--- src/rtl/aes_enc_ctrl.sv ---
// Sequencing controller for an iterative AES-128 encryption datapath.
// Steps round 0 (key addition), the full rounds and the final round. It
// generates the pipeline enable, the round selects, the round index and the
// key-schedule round constant. The finished ciphertext is held until the
// consumer accepts it.
module aes_enc_ctrl #(
  parameter int unsigned NR        = 10,
  parameter int unsigned ROUND_LAT = 3
) (
  input  logic       clk,
  input  logic       nrst,
  input  logic       req_valid_i,
  output logic       req_ready_o,
  output logic       done_valid_o,
  input  logic       done_ready_i,
  input  logic       flush_i,
  output logic       en_o,
  output logic       full_enc_o,
  output logic       zero_rnd_o,
  output logic       final_rnd_o,
  output logic [3:0] rnd_idx_o,
  output logic [7:0] rcon_o,
  output logic       busy_o
);

  localparam int unsigned RND_W  = 4;
  localparam int unsigned CYC_W  = 4;
  localparam int unsigned RCON_W = 8;

  localparam logic [RND_W-1:0]  RND_LAST  = RND_W'(NR);
  localparam logic [CYC_W-1:0]  CYC_LAST  = CYC_W'(ROUND_LAT - 1);
  localparam logic [RCON_W-1:0] RCON_POLY = 8'h1B;
  localparam logic [RCON_W-1:0] RCON_R1   = 8'h01;

  typedef enum logic [1:0] {
    IDLE = 2'd0,
    RUN  = 2'd1,
    DONE = 2'd2
  } state_t;

  state_t              state_q, state_d;
  logic [RND_W-1:0]    rnd_q, rnd_d;
  logic [CYC_W-1:0]    cyc_q, cyc_d;
  logic [RCON_W-1:0]   rcon_q, rcon_d;
  logic                req_ready_d, done_valid_d, en_d, busy_d;
  logic                first_rnd_d, final_sel_d;

  // Next-state, counter/rcon update and next-cycle output decode
  always_comb begin
    state_d = state_q;
    rnd_d   = rnd_q;
    cyc_d   = cyc_q;
    rcon_d  = rcon_q;

    case (state_q)
      IDLE: begin
        if (req_valid_i) begin
          state_d = RUN;
          rnd_d   = '0;
          cyc_d   = '0;
          rcon_d  = '0;
        end
      end
      RUN: begin
        if (cyc_q == CYC_LAST) begin
          cyc_d = '0;
          if (rnd_q == RND_LAST) begin
            state_d = DONE;
          end else begin
            rnd_d = rnd_q + RND_W'(1);
            // Round 1 seeds rcon; every later round applies xtime
            if (rnd_q == '0) begin
              rcon_d = RCON_R1;
            end else begin
              rcon_d = {rcon_q[RCON_W-2:0], 1'b0} ^ (rcon_q[RCON_W-1] ? RCON_POLY : '0);
            end
          end
        end else begin
          cyc_d = cyc_q + CYC_W'(1);
        end
      end
      DONE: begin
        if (done_ready_i) begin
          state_d = IDLE;
          rnd_d   = '0;
          cyc_d   = '0;
          rcon_d  = '0;
        end
      end
      default: begin
        state_d = IDLE;
        rnd_d   = '0;
        cyc_d   = '0;
        rcon_d  = '0;
      end
    endcase

    // Abort wins over every state transition and drops any pending done
    if (flush_i) begin
      state_d = IDLE;
      rnd_d   = '0;
      cyc_d   = '0;
      rcon_d  = '0;
    end

    req_ready_d  = (state_d == IDLE);
    done_valid_d = (state_d == DONE);
    en_d         = (state_d == RUN);
    busy_d       = (state_d != IDLE);
    first_rnd_d  = (state_d == RUN) && (rnd_d == '0);
    final_sel_d  = (state_d == RUN) && ((rnd_d == '0) || (rnd_d == RND_LAST));
  end

  // State, counters and registered control outputs
  always_ff @(posedge clk or negedge nrst) begin
    if (!nrst) begin
      state_q      <= IDLE;
      rnd_q        <= '0;
      cyc_q        <= '0;
      rcon_q       <= '0;
      req_ready_o  <= 1'b1;
      done_valid_o <= 1'b0;
      en_o         <= 1'b0;
      busy_o       <= 1'b0;
      full_enc_o   <= 1'b0;
      zero_rnd_o   <= 1'b0;
      final_rnd_o  <= 1'b0;
    end else begin
      state_q      <= state_d;
      rnd_q        <= rnd_d;
      cyc_q        <= cyc_d;
      rcon_q       <= rcon_d;
      req_ready_o  <= req_ready_d;
      done_valid_o <= done_valid_d;
      en_o         <= en_d;
      busy_o       <= busy_d;
      full_enc_o   <= first_rnd_d;
      zero_rnd_o   <= first_rnd_d;
      final_rnd_o  <= final_sel_d;
    end
  end

  assign rnd_idx_o = rnd_q;
  assign rcon_o    = rcon_q;

endmodule

--- config.mk ---
export PLATFORM = sky130hd
export DESIGN_NAME = aes_enc_ctrl
export DESIGN_NICKNAME = d
export VERILOG_FILES = /design/src/rtl/aes_enc_ctrl.sv
export SDC_FILE = /design/constraint.sdc
export NUM_CORES = 1
export LEC_CHECK = 0
export CORE_MARGIN = 4
export CORE_UTILIZATION = 30
export DETAILED_ROUTE_END_ITERATION = 10
export GPL_TIMING_DRIVEN = 0
export SKIP_LAST_GASP = 1
export SLEW_MARGIN = 10
export SYNTH_ARGS = -nofsm -noshare
export SYNTH_HDL_FRONTEND = slang
export SYNTH_SLANG_ARGS = --single-unit
--- constraint.sdc ---
create_clock -name clk -period 2.1 [get_ports clk]
set_clock_uncertainty 0.1 [all_clocks]
set_input_delay 0.525 -clock clk [delete_from_list [all_inputs] [get_ports clk]]
set_output_delay 0.525 -clock clk [all_outputs]
set_load 0.02 [all_outputs]
======== After elaboration in Yosys (flattened, before gate mapping) ========
Index checks and enable logic that the tools add are counted.
storage, ports and cells
  bits in registers ....................... 24
  input bits .............................. 5
  word-level logic and storage cells ...... 59
  output and inout bits ................... 19
operators by class
  reductions and logical operators ........ 10
  add/sub/neg operators ................... 2
  equality and inequality tests ........... 11
  bitwise gates (word level) .............. 1
  mux-type cells .......................... 25
operator list
  kind                                                 count
  2-to-1 mux 8 bit                                     6
  2-to-1 mux 4 bit                                     9
  case mux 4 bit (3 select lines)                      2
  case mux 8 bit (3 select lines)                      1
  inequality test 3 bit, second input constant         4
  2-to-1 mux 2 bit                                     5
  adder 4 x 1 -> 4 bit, second input constant          2
  equality test 4 bit, second input constant           2
  zero test 4 bit                                      2
  bitwise XOR 8 x 5 -> 8 bit                           1
  case mux 2 bit (3 select lines)                      1
  2-to-1 mux 5 bit                                     1
  equality test 2 x 1 -> 1 bit, second input constant  2
  equality test 2 bit, second input constant           2
  equality test 4 x 2 -> 1 bit, second input constant  1
  zero test 2 bit                                      2
  AND reduction 4 bit                                  1
  logical AND 1 bit                                    2
  AND reduction 2 bit                                  1
  nonzero test 2 bit                                   1
  logical OR 1 bit                                     1

======== Longest topological paths before layout ========
  word-level depth ........................ 8
  depth in mapped cells ................... 8
  depth with buffers taken out ............ 7

======== Least setup slack after synthesis ========
No wires, ideal clock.
  kind .................................... register to register
  from .................................... register cyc_q[0]
  to ...................................... register final_rnd_o
  required time ........................... 1.880 ns
  data arrival time ....................... 1.708 ns
  period minus slack after synthesis ...... 1.928 ns
  path buffers ............................ 0
  library setup time ...................... 0.120 ns
  path slack .............................. 0.172 ns
  stages on the path, launching flop included .. 8
  cells stage by stage .................... dfrtp_1 > inv_1 > ha_1 > or3b_4 > o211a_1 > a211o_2 > xnor2_1 > nor3_2
between the ends
  longest elaborated chain between the ends .. 7
  elaborated cells on any way between the ends .. 12
  those cells by class .................... 3 x eq/ne; 6 x mux; 3 x reduce/logical
RTL lines
  element                                                 line  RTL
  start, declared                                         43    logic [CYC_W-1:0] cyc_q, cyc_d;
  start signal, assigned                                  131   cyc_q <= cyc_d;
  equality test 4 x 2 -> 1 bit *                          65    if (cyc_q == CYC_LAST) begin
  2-to-1 mux 4 bit *                                      65
  case mux 4 bit (3 select lines) *                       55    case (state_q)
  2-to-1 mux 4 bit *                                      99    if (flush_i) begin
  via rnd_d[3]                                            42    logic [RND_W-1:0] rnd_q, rnd_d;
  equality test 4 bit or zero test 4 bit (tied branches)  111   final_sel_d = (state_d == RUN) && ((rnd_d == '0) || (rnd_d == RND_LAST));
  logical OR 1 bit *                                      111
  logical AND 1 bit *                                     111
  via final_sel_d                                         46    logic first_rnd_d, final_sel_d;
  end signal, assigned                                    139   final_rnd_o <= final_sel_d;
  end, declared                                           20    output logic final_rnd_o,
Mark *: on every way through the listed nets, which the timed path passes. The rest lies on a longest branch.
A chain may end at the register's enable or synchronous reset.

======== Final worst setup path ========
  from .................................... register cyc_q[0]
  to ...................................... register zero_rnd_o
between the ends
  longest elaborated chain between the ends .. 6
  elaborated cells on any way between the ends .. 10
  those cells by class .................... 2 x eq/ne; 6 x mux; 2 x reduce/logical
RTL lines
  element                                                                             line  RTL
  equality test 4 x 2 -> 1 bit *                                                      65
  2-to-1 mux 2 bit or 2-to-1 mux 4 bit (tied branches)                                65
  case mux 2 bit (3 select lines) or case mux 4 bit (3 select lines) (tied branches)  55
  2-to-1 mux 2 bit or 2-to-1 mux 4 bit (tied branches)                                99
  equality test 2 x 1 -> 1 bit or zero test 4 bit (tied branches)                     110   first_rnd_d = (state_d == RUN) && (rnd_d == '0);
  logical AND 1 bit *                                                                 110
  via first_rnd_d                                                                     46
  end signal, assigned                                                                138   zero_rnd_o <= first_rnd_d;
  end, declared                                                                       19    output logic zero_rnd_o,
Marked as above.

==> reports/summary.json <==
{
  "outcome": {
    "status": "finished, final reports clean"
  },
  "worst_setup_path": {
    "setup.worst_path.class": "flop to flop",
    "critical_path.max_fanout": 6,
    "critical_path.endpoint_type": "flop",
    "critical_path.slowest_cell": "or4_4",
    "setup.worst_path.start_class": "flop",
    "origin_of_the_critical_flop_to_flop_path": "cyc_q[0]",
    "worst_ep_arrival_time_ns": 2.09,
    "timing.critical_path.required_ns": 2.14,
    "ff2ff_path_depth": 7,
    "crit_path_cell_chain": "inv_1, ha_1, nor3b_4, nand2_1, or4_4, nand3_2, nor4_2",
    "crit-reg2reg-capture": "zero_rnd_o",
    "critical_path.max_stage_delay_ns": 0.52,
    "setup.reg_to_reg.worst_slack_ns": 0.05
  },
  "floorplan": {
    "design.die.area_um2": 5250,
    "die-width_um": 72.5,
    "floorplan.initialDensity_pct": 31.2,
    "io-pin-count": 24,
    "floorplan.rows": 23,
    "core-area_um2": 4000,
    "chipHeight_um": 72.5
  },
  "synth": {
    "post_synth_main_area_contributors": "dfrtp_1 (46%), nand2_1 (5.4%), o21ai_0 (5.2%)",
    "yosys.area.top_type_share_pct": 46.1,
    "synthFlopType": "dfrtp_1",
    "cell_type_contributing_the_most_total_cell_area_after_synthesis": "dfrtp_1",
    "sequential_fraction_of_the_synthesis_area_pct": 48.2,
    "synthArstFlopShare_pct": 100,
    "synth.cell_area_um2": 1250,
    "netlist-cell-type-count": 39,
    "synth_fp_nets": 132,
    "synthesis.area_per_instance_um2": 10.2,
    "post_syn_instances": 122,
    "netlist_top_cells_count": "dfrtp_1 (23), nand2_1 (18), o21ai_0 (13), nor2_1 (8)",
    "synth_warnings": 0,
    "synth.most_common_cell": "dfrtp_1",
    "ys_ff_latch": 24,
    "edff_count_synth": 0
  },
  "placement": {
    "placed_cells_incl_taps": 195,
    "weighted_congestion_reported_at_the_end_of_routability_driven_placement": 0.846,
    "port_buffers": 23,
    "place_area_um2": 1540,
    "dp_hpwl_um": 2000
  },
  "clock_network": {
    "clk_root_buffer_cell": "clkbuf_8",
    "clkSlewWorstSetupHoldPaths_ns": 0.09,
    "worst_skew_pair.late_latency_ns": 0.26,
    "cts-buffers-inserted": 3,
    "tritoncts": "yes",
    "cts-htree-levels": 1,
    "cts.hold.buffers_added": 0,
    "clock_path_buffers": 2,
    "clock_sinks": 24
  },
  "final_layout": {
    "post_route_cells_drive_above_1_share_pct": 19.1,
    "syn2layout_area_growth_pct": 32.9,
    "final_cell_area_um2": 1660,
    "final-instance-count-excl-fill": 202,
    "layout.nets": 163,
    "antenna_cells": 0,
    "fillCellCount": 371
  },
  "timing": {
    "fmax_ghz": 0.489,
    "final_setup_violation_count": 0,
    "timing.max_slew.rel_slack_pct": 64.6,
    "worst_margin_pin_slew_ns": 0.531,
    "timing.final.max_slew_violations": 0,
    "final.min_clock_period_ns": 2.05,
    "timing.final.hold_violations": 0,
    "period_share_pct": 97.4
  },
  "power_and_ir_drop": {
    "total_switching_power_mw": 0.222,
    "power_density_over_the_cells_nw_per_um2": 603,
    "clk_network_pwr_share_pct": 40.2,
    "seq_power_share_pct": 48.2,
    "ir_worst_vdd_mv": 0.253,
    "power.total_mw": 1.00,
    "netSwitchingFraction_pct": 22.2,
    "p_int_mw": 0.778,
    "cellLeakagePower_nw": 0.708,
    "combPwrFrac_pct": 11.5
  },
  "route": {
    "viasPerCell": 4.96,
    "via_count": 1002,
    "routed_wl_um": 2770,
    "drc": 0,
    "drt-wirelength-per-cell_um": 13.7,
    "drt_iter0_markers": 27,
    "firstDrtPassIters": 4,
    "ant_nets": 0
  },
  "global_routing": {
    "grt_antenna_before_repair": 0,
    "grt_overflow": 0,
    "grt_max_degree": 25,
    "global_route_wire_length_before_repair_um": 4600,
    "grt_util_overall_pct": 11.0,
    "grt_pass1_vias": 986
  },
  "min_path": {
    "holdCritPathClass": "primary input to async pin"
  },
  "flow_run": {
    "drv_cap": 0
  }
}
## flip-flops by register name, indices dropped and copies added, names as in the netlist
name / flops
rcon_o: 8
cyc_q: 4
rnd_idx_o: 4
state_q: 2
busy_o: 1
done_valid_o: 1
en_o: 1
final_rnd_o: 1
req_ready_o: 1
zero_rnd_o: 1
## area by class of cell
cell class | instances | area [um2] | share of cell area (%)
flip-flops and latches | 24 | 603 | 36.4
multi-input cells | 89 | 624 | 37.7
plain buffers | 4 | 31.3 | 1.89
clock buffers | 3 | 41.3 | 2.49
repair buffers | 26 | 246 | 14.9
well taps | 50 | 62.6 | 3.77
inverters | 5 | 18.8 | 1.13
clock inverters | 1 | 30.0 | 1.81
## layer usage
layer / GRT usage (%) / part of all wire, %
met1: 14.1 / 44
met2: 18.8 / 51
met3: 2.35 / 4.6
met4: 2.66 / 0.98
met5: 0 / 0
## layout by cell type, fill, tap and decap left out, drive strengths merged, types with 3 or more instances in the layout
cell type       n
nand2          18
buf             8
dfrtp          23
nor3b           4
nand3           3
inv             5
o31ai           4
o21ai          13
ha              5
clkbuf          3
clkdlybuf4s50  21
a21oi           4
xnor2           4
nor3            4
nor2            8
## logic make-up (layout without fill, tap and decap cells)
kind of cell,after synthesis,after routing,synth area share (%)
AOI/OAI and AO/OA,29,29,16.6
DFF,24,24,48.2
muxes,1,1,0.903
buffers and inverters,9,39,4.01
xor gates and xnor gates,4,4,2.81
adders and majority gates,5,5,5.02
and+or+nand+nor,50,50,22.5
## through the flow
| step | hold WS (ns) | setup TNS [ns] | setup WS (ns) | utilization (%) |
|---|---|---|---|---|
| after global placement | 0.394 | -3.34 | -0.406 | 38.5 |
| after global routing | 0.171 | -0.0153 | -0.0133 | 41.4 |
| after floorplan | 0.129 | 0 | 0.172 | - |
| after detailed placement | 0.402 | -3.46 | -0.403 | 38.5 |
| after CTS | 0.422 | 0 | 0.000660 | 40.5 |
| final | 0.130 | 0 | 0.0550 | 41.4 |
## power groups by stage
| stage | registers (mW) | clock network, mW | logic, mW |
|---|---|---|---|
| 2_1_floorplan | 0.501 | 0 | 0.0496 |
| 3_3_place_gp | 0.491 | 0 | 0.109 |
| 3_5_place_dp | 0.492 | 0 | 0.111 |
| 4_1_cts | 0.483 | 0.409 | 0.112 |
| 5_1_grt | 0.485 | 0.432 | 0.126 |
| 6_report | 0.482 | 0.402 | 0.115 |
## worst max-delay path: cells and delay by family (launching register included)
| family | cells | cell delay [ns] |
|---|---|---|
| AND/OR/NAND/NOR | 5 | 1.18 |
| flip-flops | 1 | 0.43 |
| adder cells (fa/ha/maj) | 1 | 0.16 |
| buffers and inverters | 1 | 0.06 |
## worst max path at each step
stage / start / endpoint / slack, ns / depth (start not counted)
after floorplan: cyc_q[0] / final_rnd_o / 0.17 / 7
after global placement: flush_i / zero_rnd_o / -0.41 / 5
after CTS: cyc_q[0] / final_rnd_o / 0.0007 / 7
final: cyc_q[0] / zero_rnd_o / 0.05 / 7
after detailed placement: flush_i / zero_rnd_o / -0.40 / 5
after global routing: cyc_q[0] / zero_rnd_o / -0.01 / 7
## timing repair
action                     4_1_cts  5_1_grt
setup endpoints to repair        2       11
buffers inserted                 0        3
pin swaps                        0        2
resized for setup                3        4
Note: power is estimated with default switching activity, not from simulation.
